===== src/rtl/dmem_pkg.sv =====
// Shared encodings for the data-memory access controller: access sizes,
// sequencer states and the default memory depth.
package dmem_pkg;

  localparam int MEM_DEPTH_DEF = 1024;

  localparam logic [1:0] SZ_BYTE = 2'b00;
  localparam logic [1:0] SZ_HALF = 2'b01;
  localparam logic [1:0] SZ_WORD = 2'b10;
  localparam logic [1:0] SZ_ILL  = 2'b11;

  typedef enum logic [1:0] {
    ST_IDLE   = 2'd0,
    ST_ACCESS = 2'd1,
    ST_HALF2  = 2'd2,
    ST_DONE   = 2'd3
  } dmem_state_e;

endpackage


===== src/rtl/dmem_lane_extract.sv =====
// Picks the addressed byte/half/word out of a memory word and
// sign- or zero-extends it to a 32-bit load result.
module dmem_lane_extract
  import dmem_pkg::*;
(
  input  logic [31:0] mem_rd,
  input  logic [1:0]  lane,
  input  logic [1:0]  size,
  input  logic        sext,
  output logic [31:0] result
);

  logic [31:0] shifted_s;

  // right-align the addressed lane, then extend according to size
  always_comb begin
    shifted_s = mem_rd >> {lane, 3'b000};
    case (size)
      SZ_BYTE: result = {{24{sext & shifted_s[7]}}, shifted_s[7:0]};
      SZ_HALF: result = {{16{sext & shifted_s[15]}}, shifted_s[15:0]};
      SZ_WORD: result = mem_rd;
      default: result = 32'h0000_0000;
    endcase
  end

endmodule


===== src/rtl/dmem_access_ctrl.sv =====
// Two-port arbiter and access sequencer for the single-ported data memory.
// Halfword stores go out as two one-hot byte writes.
module dmem_access_ctrl
  import dmem_pkg::*;
#(
  parameter int MEM_DEPTH = MEM_DEPTH_DEF,
  parameter int PRIO_MODE = 0
) (
  input  logic        clk,
  input  logic        rst_n,
  input  logic        req0,
  input  logic        we0,
  input  logic [1:0]  size0,
  input  logic        sext0,
  input  logic [31:0] addr0,
  input  logic [31:0] wdata0,
  input  logic        req1,
  input  logic        we1,
  input  logic [1:0]  size1,
  input  logic        sext1,
  input  logic [31:0] addr1,
  input  logic [31:0] wdata1,
  output logic        ack0,
  output logic        ack1,
  output logic [31:0] rdata,
  output logic        err,
  output logic        busy,
  output logic        mem_we,
  output logic [3:0]  mem_be,
  output logic [31:0] mem_a,
  output logic [31:0] mem_wd,
  input  logic [31:0] mem_rd
);

  localparam logic [1:0] IDLE   = ST_IDLE;
  localparam logic [1:0] ACCESS = ST_ACCESS;
  localparam logic [1:0] HALF2  = ST_HALF2;
  localparam logic [1:0] DONE   = ST_DONE;

  logic [1:0]  state_r, next_state_s;
  logic        last_grant_r, owner_r, we_r, sext_r;
  logic [1:0]  size_r;
  logic [31:0] addr_r, wdata_r, rdata_r;
  logic        ack0_r, ack1_r, err_r;
  logic        grant_valid_s, grant_s, size_err_s, range_err_s, err_s;
  logic [1:0]  lane_s;
  logic [31:0] load_s;

  assign lane_s = addr_r[1:0];

  // alignment / illegal-size / out-of-range check on the latched request
  always_comb begin
    case (size_r)
      SZ_BYTE: size_err_s = 1'b0;
      SZ_HALF: size_err_s = addr_r[0];
      SZ_WORD: size_err_s = (addr_r[1:0] != 2'b00);
      default: size_err_s = 1'b1;
    endcase
    range_err_s = ({2'b00, addr_r[31:2]} >= 32'(MEM_DEPTH));
    err_s       = size_err_s | range_err_s;
  end

  // arbitration: round-robin against last_grant, or port 0 fixed priority
  always_comb begin
    grant_valid_s = req0 | req1;
    if (req0 && req1) begin
      grant_s = (PRIO_MODE == 1) ? 1'b0 : ~last_grant_r;
    end else if (req0) begin
      grant_s = 1'b0;
    end else begin
      grant_s = 1'b1;
    end
  end

  // sequencer next-state
  always_comb begin
    case (state_r)
      IDLE: begin
        if (grant_valid_s) next_state_s = ACCESS;
        else               next_state_s = IDLE;
      end
      ACCESS: begin
        if (we_r && !err_s && (size_r == SZ_HALF)) next_state_s = HALF2;
        else                                       next_state_s = DONE;
      end
      HALF2:   next_state_s = DONE;
      DONE:    next_state_s = IDLE;
      default: next_state_s = IDLE;
    endcase
  end

  // memory interface decode from state and latched request only
  always_comb begin
    mem_we = 1'b0;
    mem_be = 4'b0000;
    mem_a  = 32'h0000_0000;
    mem_wd = 32'h0000_0000;
    case (state_r)
      ACCESS: begin
        mem_a  = {2'b00, addr_r[31:2]};
        mem_we = we_r & ~err_s;
        if (size_r == SZ_WORD) begin
          mem_be = 4'b1111;
          mem_wd = wdata_r;
        end else begin
          mem_be = 4'b0001 << lane_s;
          mem_wd = {24'h00_0000, wdata_r[7:0]};
        end
      end
      HALF2: begin
        mem_a  = {2'b00, addr_r[31:2]};
        mem_we = 1'b1;
        mem_be = 4'b0001 << ({1'b0, lane_s} + 3'd1);
        mem_wd = {24'h00_0000, wdata_r[15:8]};
      end
      default: begin
        mem_we = 1'b0;
      end
    endcase
  end

  dmem_lane_extract u_extract (
    .mem_rd (mem_rd),
    .lane   (lane_s),
    .size   (size_r),
    .sext   (sext_r),
    .result (load_s)
  );

  // state, request latch, load capture and completion flags
  always_ff @(posedge clk or negedge rst_n) begin
    if (!rst_n) begin
      state_r      <= IDLE;
      last_grant_r <= 1'b1;
      owner_r      <= 1'b0;
      we_r         <= 1'b0;
      size_r       <= SZ_BYTE;
      sext_r       <= 1'b0;
      addr_r       <= 32'h0000_0000;
      wdata_r      <= 32'h0000_0000;
      rdata_r      <= 32'h0000_0000;
      ack0_r       <= 1'b0;
      ack1_r       <= 1'b0;
      err_r        <= 1'b0;
    end else begin
      state_r <= next_state_s;
      if ((state_r == IDLE) && grant_valid_s) begin
        owner_r      <= grant_s;
        last_grant_r <= grant_s;
        we_r         <= grant_s ? we1    : we0;
        size_r       <= grant_s ? size1  : size0;
        sext_r       <= grant_s ? sext1  : sext0;
        addr_r       <= grant_s ? addr1  : addr0;
        wdata_r      <= grant_s ? wdata1 : wdata0;
      end
      if (state_r == ACCESS) begin
        rdata_r <= (we_r || err_s) ? 32'h0000_0000 : load_s;
      end
      ack0_r <= (next_state_s == DONE) && !owner_r;
      ack1_r <= (next_state_s == DONE) && owner_r;
      err_r  <= (next_state_s == DONE) ? err_s : 1'b0;
    end
  end

  assign ack0  = ack0_r;
  assign ack1  = ack1_r;
  assign err   = err_r;
  assign rdata = rdata_r;
  assign busy  = (state_r != IDLE);

endmodule


===== config.mk =====
export PLATFORM = sky130hd
export DESIGN_NAME = dmem_access_ctrl
export DESIGN_NICKNAME = d
export VERILOG_FILES = /design/src/rtl/dmem_pkg.sv /design/src/rtl/dmem_lane_extract.sv /design/src/rtl/dmem_access_ctrl.sv
export SDC_FILE = /design/constraint.sdc
export NUM_CORES = 1
export LEC_CHECK = 0
export ABC_AREA = 1
export CORE_ASPECT_RATIO = 2
export CORE_MARGIN = 1.5
export CORE_UTILIZATION = 42
export DETAILED_ROUTE_END_ITERATION = 8
export GPL_TIMING_DRIVEN = 0
export PLACE_DENSITY = 0.81
export SYNTH_ARGS = -nofsm -noshare
export SYNTH_HDL_FRONTEND = slang
export SYNTH_SLANG_ARGS = --single-unit

===== constraint.sdc =====
create_clock -name clk -period 1.65 [get_ports clk]
set_input_delay 0.165 -clock clk [delete_from_list [all_inputs] [get_ports clk]]
set_output_delay 0.165 -clock clk [all_outputs]
set_load 0.02 [all_outputs]

**Yosys cells after proc, flatten, opt, wreduce, memory -nomap -nowiden**

Cells that the tools add are included.

- Register bits after elaboration: 107

- Magnitude comparators: 1
- $add $sub $neg: 1
- Multiplexer cells: 20
- Equality and inequality tests: 6
- Reductions and logical operators: 14
- Shifts and indexed selects: 3
- Bitwise operators: 7

Operators with widths:

| kind | count |
|---|---|
| 32-bit 2-to-1 mux | 4 |
| 32-bit one-hot mux with 3 select lines | 1 |
| 32-bit one-hot mux with 2 select lines | 1 |
| 32-bit by 5-bit >> shifter with 16-bit output | 1 |
| 30-bit by 11-bit greater-or-equal comparator with 1-bit output (second input constant) | 1 |
| 30-bit 2-to-1 mux | 1 |
| 2-bit == test (second input constant) | 4 |
| 2-bit one-hot mux with 4 select lines | 1 |
| 4-bit one-hot mux with 2 select lines | 1 |
| 1-bit 2-to-1 mux | 7 |
| 1-bit logical AND | 6 |
| 2-bit by 1-bit == test with 1-bit output (second input constant) | 2 |
| 2-bit zero test | 2 |
| 4-bit 2-to-1 mux | 1 |
| 2-bit nonzero test | 2 |
| 1-bit by 2-bit left shift with 4-bit output (first input constant) | 1 |
| 1-bit by 3-bit left shift with 4-bit output (first input constant) | 1 |
| 2-bit by 1-bit adder with 3-bit output (second input constant) | 1 |
| 1-bit AND | 3 |
| 1-bit one-hot mux with 3 select lines | 1 |
| 1-bit zero test | 2 |
| 2-bit 2-to-1 mux | 1 |
| 1-bit NOT | 2 |
| 1-bit bitwise OR | 2 |
| 3 further kinds | 3 |

**Longest topological paths before layout**

- Word-level depth: 10
- Mapped depth: 13
- Gate-level depth less buffers: 12

**Modules after synthesis**

A second synthesis with hierarchy kept.

- Cells, all modules: 915
- Area total of the unflattened synthesis: 6316.1 sq um

By module, submodules not included:

| module | cells each | area each (sq um) | instances | seq. area each (sq um) |
|---|---|---|---|---|
| dmem_access_ctrl | 689 | 5265.0 | 1 | 2678.8 |
| dmem_lane_extract | 226 | 1051.0 | 1 | 0.0 |

**Worst setup path after synthesis**

OpenSTA, ideal clock, no wires.

- Path type: reg2out
- From: register state_r[0]
- To: output mem_wd[10]
- Arrival: 1560 ps
- Path slack: -75 ps
- Buffers on the path: 2
- Stages on the path, launching flop included: 7
- Required time: 1485 ps
- Cell sequence: dfrtp_1 > inv_1 > ha_1 > clkbuf_1 > nand3_1 > clkbuf_1 > nor2_1

- Longest elaborated chain between the ends: 2
- Elaborated cells between the ends (all ways): 3
- Those cells by class: 2 x eq/ne; 1 x mux

Ends and longest elaborated chain:

| item | RTL line | text |
|---|---|---|
| start, declared | dmem_access_ctrl.sv:40 | `logic [1:0] state_r, next_state_s;` |
| start signal, assigned | dmem_access_ctrl.sv:146 | `state_r <= next_state_s;` |
| 2-bit == test or 2-bit by 1-bit == test with 1-bit output (tied branches) | dmem_access_ctrl.sv:98 | `case (state_r)` |
| 32-bit one-hot mux with 2 select lines (*) | dmem_access_ctrl.sv:98 |  |
| end, declared | dmem_access_ctrl.sv:31 | `output logic [31:0] mem_wd,` |

Mark *: on every way between the ends. The rest lies on a longest branch, timed or not.

**Final worst setup path**

- From: register state_r[1]
- To: output mem_wd[8]

Same word-level chain as after synthesis.

==> impl_metrics.json <==
{
  "crit_family": "buffers and inverters",
  "groute.usage.overall_pct": 32.96,
  "cp-end-kind": "output port",
  "cp_max_fo": 8,
  "maxSlewHeadroom_pct": 58.89,
  "arrival_ns": 1.87,
  "syn_avg_cell_area_sq_um": 7.766,
  "grt_max_degree": 66,
  "regArea_sq_um": 2679,
  "core_sq_um": 13890,
  "p_per_area_nw_per_um2": 1800,
  "layout-drive-gt1-share_pct": 30.27,
  "numCtsBuffers": 9,
  "multi_input_area_sq_um": 3102,
  "ant_nets": 0,
  "ys_warn_count": 0,
  "crit_top_cell": "clkbuf_16",
  "via_count": 7102,
  "fillers": 1024,
  "synth-seq-cells": 107,
  "root_buffer": "clkbuf_16",
  "max-clock-path-buffers": 2,
  "synth_top_area_share_pct": 44.36,
  "utilization_pct": 75.59,
  "seq_area_frac_synth_pct": 44.80,
  "dp_cells": 1235,
  "wire_per_inst_microns": 20.37,
  "port_buffers": 274,
  "synth_edf_count": 0,
  "firstDrtPassIters": 5,
  "min_period_ns": 2.036,
  "synthTopCellsByArea": "dfrtp_1 (44%), nand2_1 (8.1%), nor2_1 (7.0%), o22ai_1 (6.5%), inv_1 (5.8%)",
  "path_clk_slew_ns": 0.08,
  "die_y_microns": 171.7,
  "ys.flop_type": "dfrtp_1",
  "clock-sinks": 107,
  "crit_start": "state_r[1]",
  "fp.dieW_microns": 87.37,
  "overflow": 0,
  "cp_slowest_stage_delay_ns": 0.39,
  "wl_mm": 26.46,
  "grt_pass1_wl_mm": 37.12,
  "slew_viol_final": 0,
  "crit_buf_inv": 4,
  "holdWs_ns": 0.3532,
  "setup_ws_ns": -0.3863,
  "diodes": 0,
  "rows": 61,
  "worstPathRequired_ns": 1.48,
  "finalWeightedCongestion": 0.9733,
  "hold_viol_final": 0,
  "p_leak_nw": 4.867,
  "rsz0062_at_grt": "yes",
  "netlist_top_cells_count": "nand2_1 (129), nor2_1 (111), dfrtp_1 (106)",
  "crit_chain": "inv_2 > ha_4 > clkbuf_16 > nand3_4 > clkbuf_16 > nor2_4 > buf_6",
  "syn_area_sq_um": 5979,
  "status": "complete, but fails checks",
  "area_growth_pct": 75.60,
  "drc": 0,
  "ir_worst_vdd_mv": 1.222,
  "skew_ns": 0.01268,
  "fin_nets": 1280,
  "synth_most_common_cell": "nand2_1",
  "synth_cell_types": 39,
  "finalNonFillerCells": 1299,
  "violations": "setup timing",
  "hpwl_mm": 18.06,
  "setup_viol": 99,
  "grt_pass1_vias": 7163,
  "max_slew.worst_pin.slew_ns": 0.6166,
  "drt-vias-per-instance": 5.467,
  "path_class": "register to output port",
  "die_area_sq_um": 15000,
  "r2r-start": "addr_r[15]",
  "antenna_found_initial": 0,
  "insertion_delay_ns": 0.35,
  "worstHoldPathType": "primary input to asynchronous set/reset pin",
  "crit_path_start_kind": "register",
  "h-tree-depth": 3,
  "crit_slowest_cell": "dfrtp_1",
  "post-route-period-util_pct": 123.4,
  "syn_inst": 770,
  "fmax_mhz": 491.1,
  "initial_core_util_pct": 43.05,
  "drt_iter0_drc": 377,
  "drv_cap": 0,
  "final.setup.tns_ns": -27.55,
  "synthArstFlopShare_pct": 100.0,
  "synth_top_area_cell": "dfrtp_1",
  "tritoncts": "built",
  "io_pins": 277
}
-- layout make-up --
type	count	area share, %
buffer	52	4.766
clock buffer	12	2.252
clock inverter	4	0.7269
inverter	104	3.968
multi-input combinational	507	29.54
sequential	107	25.51
tap	189	2.252
timing repair buffer	324	30.98
-- per-stage QoR --
stage | total power [W] | area (sq um) | setup WS (ns)
after global routing | 0.01978 | 10500 | -0.4410
after CTS | 0.01679 | 9878 | -0.3391
final | 0.01890 | 10500 | -0.3863
after global placement | 0.01299 | 8972 | -3.880
after detailed placement | 0.01315 | 8997 | -1.062
after floorplan | 0.009400 | 5993 | -0.07498
-- repair_timing --
action                                 in CTS  in global routing
setup buffers                              19                 22
resized for setup                         458                170
pin swaps                                   7                 20
hold buffers                                1                  0
endpoints found under the hold margin      41                  0
setup endpoints to repair                 163                166
cloned                                      6                  3
-- registers in the layout, indices dropped and copies added (netlist names) --
register / count
ack1: 1
we_r: 1
ack0: 1
wdata_r: 32
err: 1
size_r: 2
last_grant_r: 1
sext_r: 1
owner_r: 1
rdata: 32
state_r: 2
addr_r: 32
-- final timing paths --
| check | depth (start not counted) | slack [ns] | endpoint |
|---|---|---|---|
| min in group clk | 3 | 0.36 | addr_r[7] |
| setup / recovery | 7 | -0.39 | mem_wd[8] |
| max in group asynchronous | 3 | 0.54 | addr_r[18] |
| hold reg to reg | 1 | 0.45 | ack0 |
| setup reg to reg | 12 | -0.27 | rdata[1] |
| hold / removal | 2 | 0.35 | rdata[5] |
-- where the power goes --
part,switching (W),internal (W),total [W],leakage (nW)
clock network,0.00104,0.00134,0.00238,0.147
registers,0.000572,0.00355,0.00413,1.35
logic,0.00708,0.00531,0.0124,3.37
-- layout by cell type, fill, tap and decap left out, drive strengths merged, types with 2 or more instances in the layout --
master         synthesis  final
a22o                  12     12
o211ai                14     14
clkdlybuf4s50          0    205
dfrtp                106    106
o21ai                 79     79
bufinv                 0      2
inv                  104    103
nand2                134    134
buf                   19    134
clkbuf                34     47
o22ai                 62     62
nand3                 30     30
clkinvlp               0      2
nor3                   2      2
conb                   1      2
a21oi                 47     47
o2111ai                2      2
nor2                 115    115
ha                     3      3
-- layer usage --
metal / up-vias / track usage (%) / share of wire, %
li1: 3203 / - / -
met1: 3376 / 33.45 / 33
met2: 389 / 58.56 / 54
met3: 134 / 5.662 / 5.9
met4: 0 / 24.57 / 7.4
met5: - / 0 / 0
-- worst register-to-register path, stage by stage, from the launching register on --
cell,delay (ns)
dfrtp_1,0.40
inv_2,0.07
nand2_1,0.09
nor2_4,0.12
nand2_1,0.08
nor2_2,0.17
nand2_2,0.10
buf_6,0.13
nor3_4,0.19
buf_6,0.17
buf_12,0.14
nand3_2,0.10
nand3_2,0.10
-- logic make-up (layout without fill, tap and decap cells) --
group | count (synthesis) | after routing | share of synthesized area (%)
AO/OA/AOI/OAI | 220 | 220 | 23.37
other | 1 | 2 | 0.06271
adder cells (fa/ha/maj) | 3 | 3 | 0.6278
buffers and inverters | 157 | 496 | 10.94
flip-flops | 107 | 107 | 44.80
AND/OR/NAND/NOR | 282 | 282 | 20.19
No activity file was read; power rests on OpenSTA's default activity.
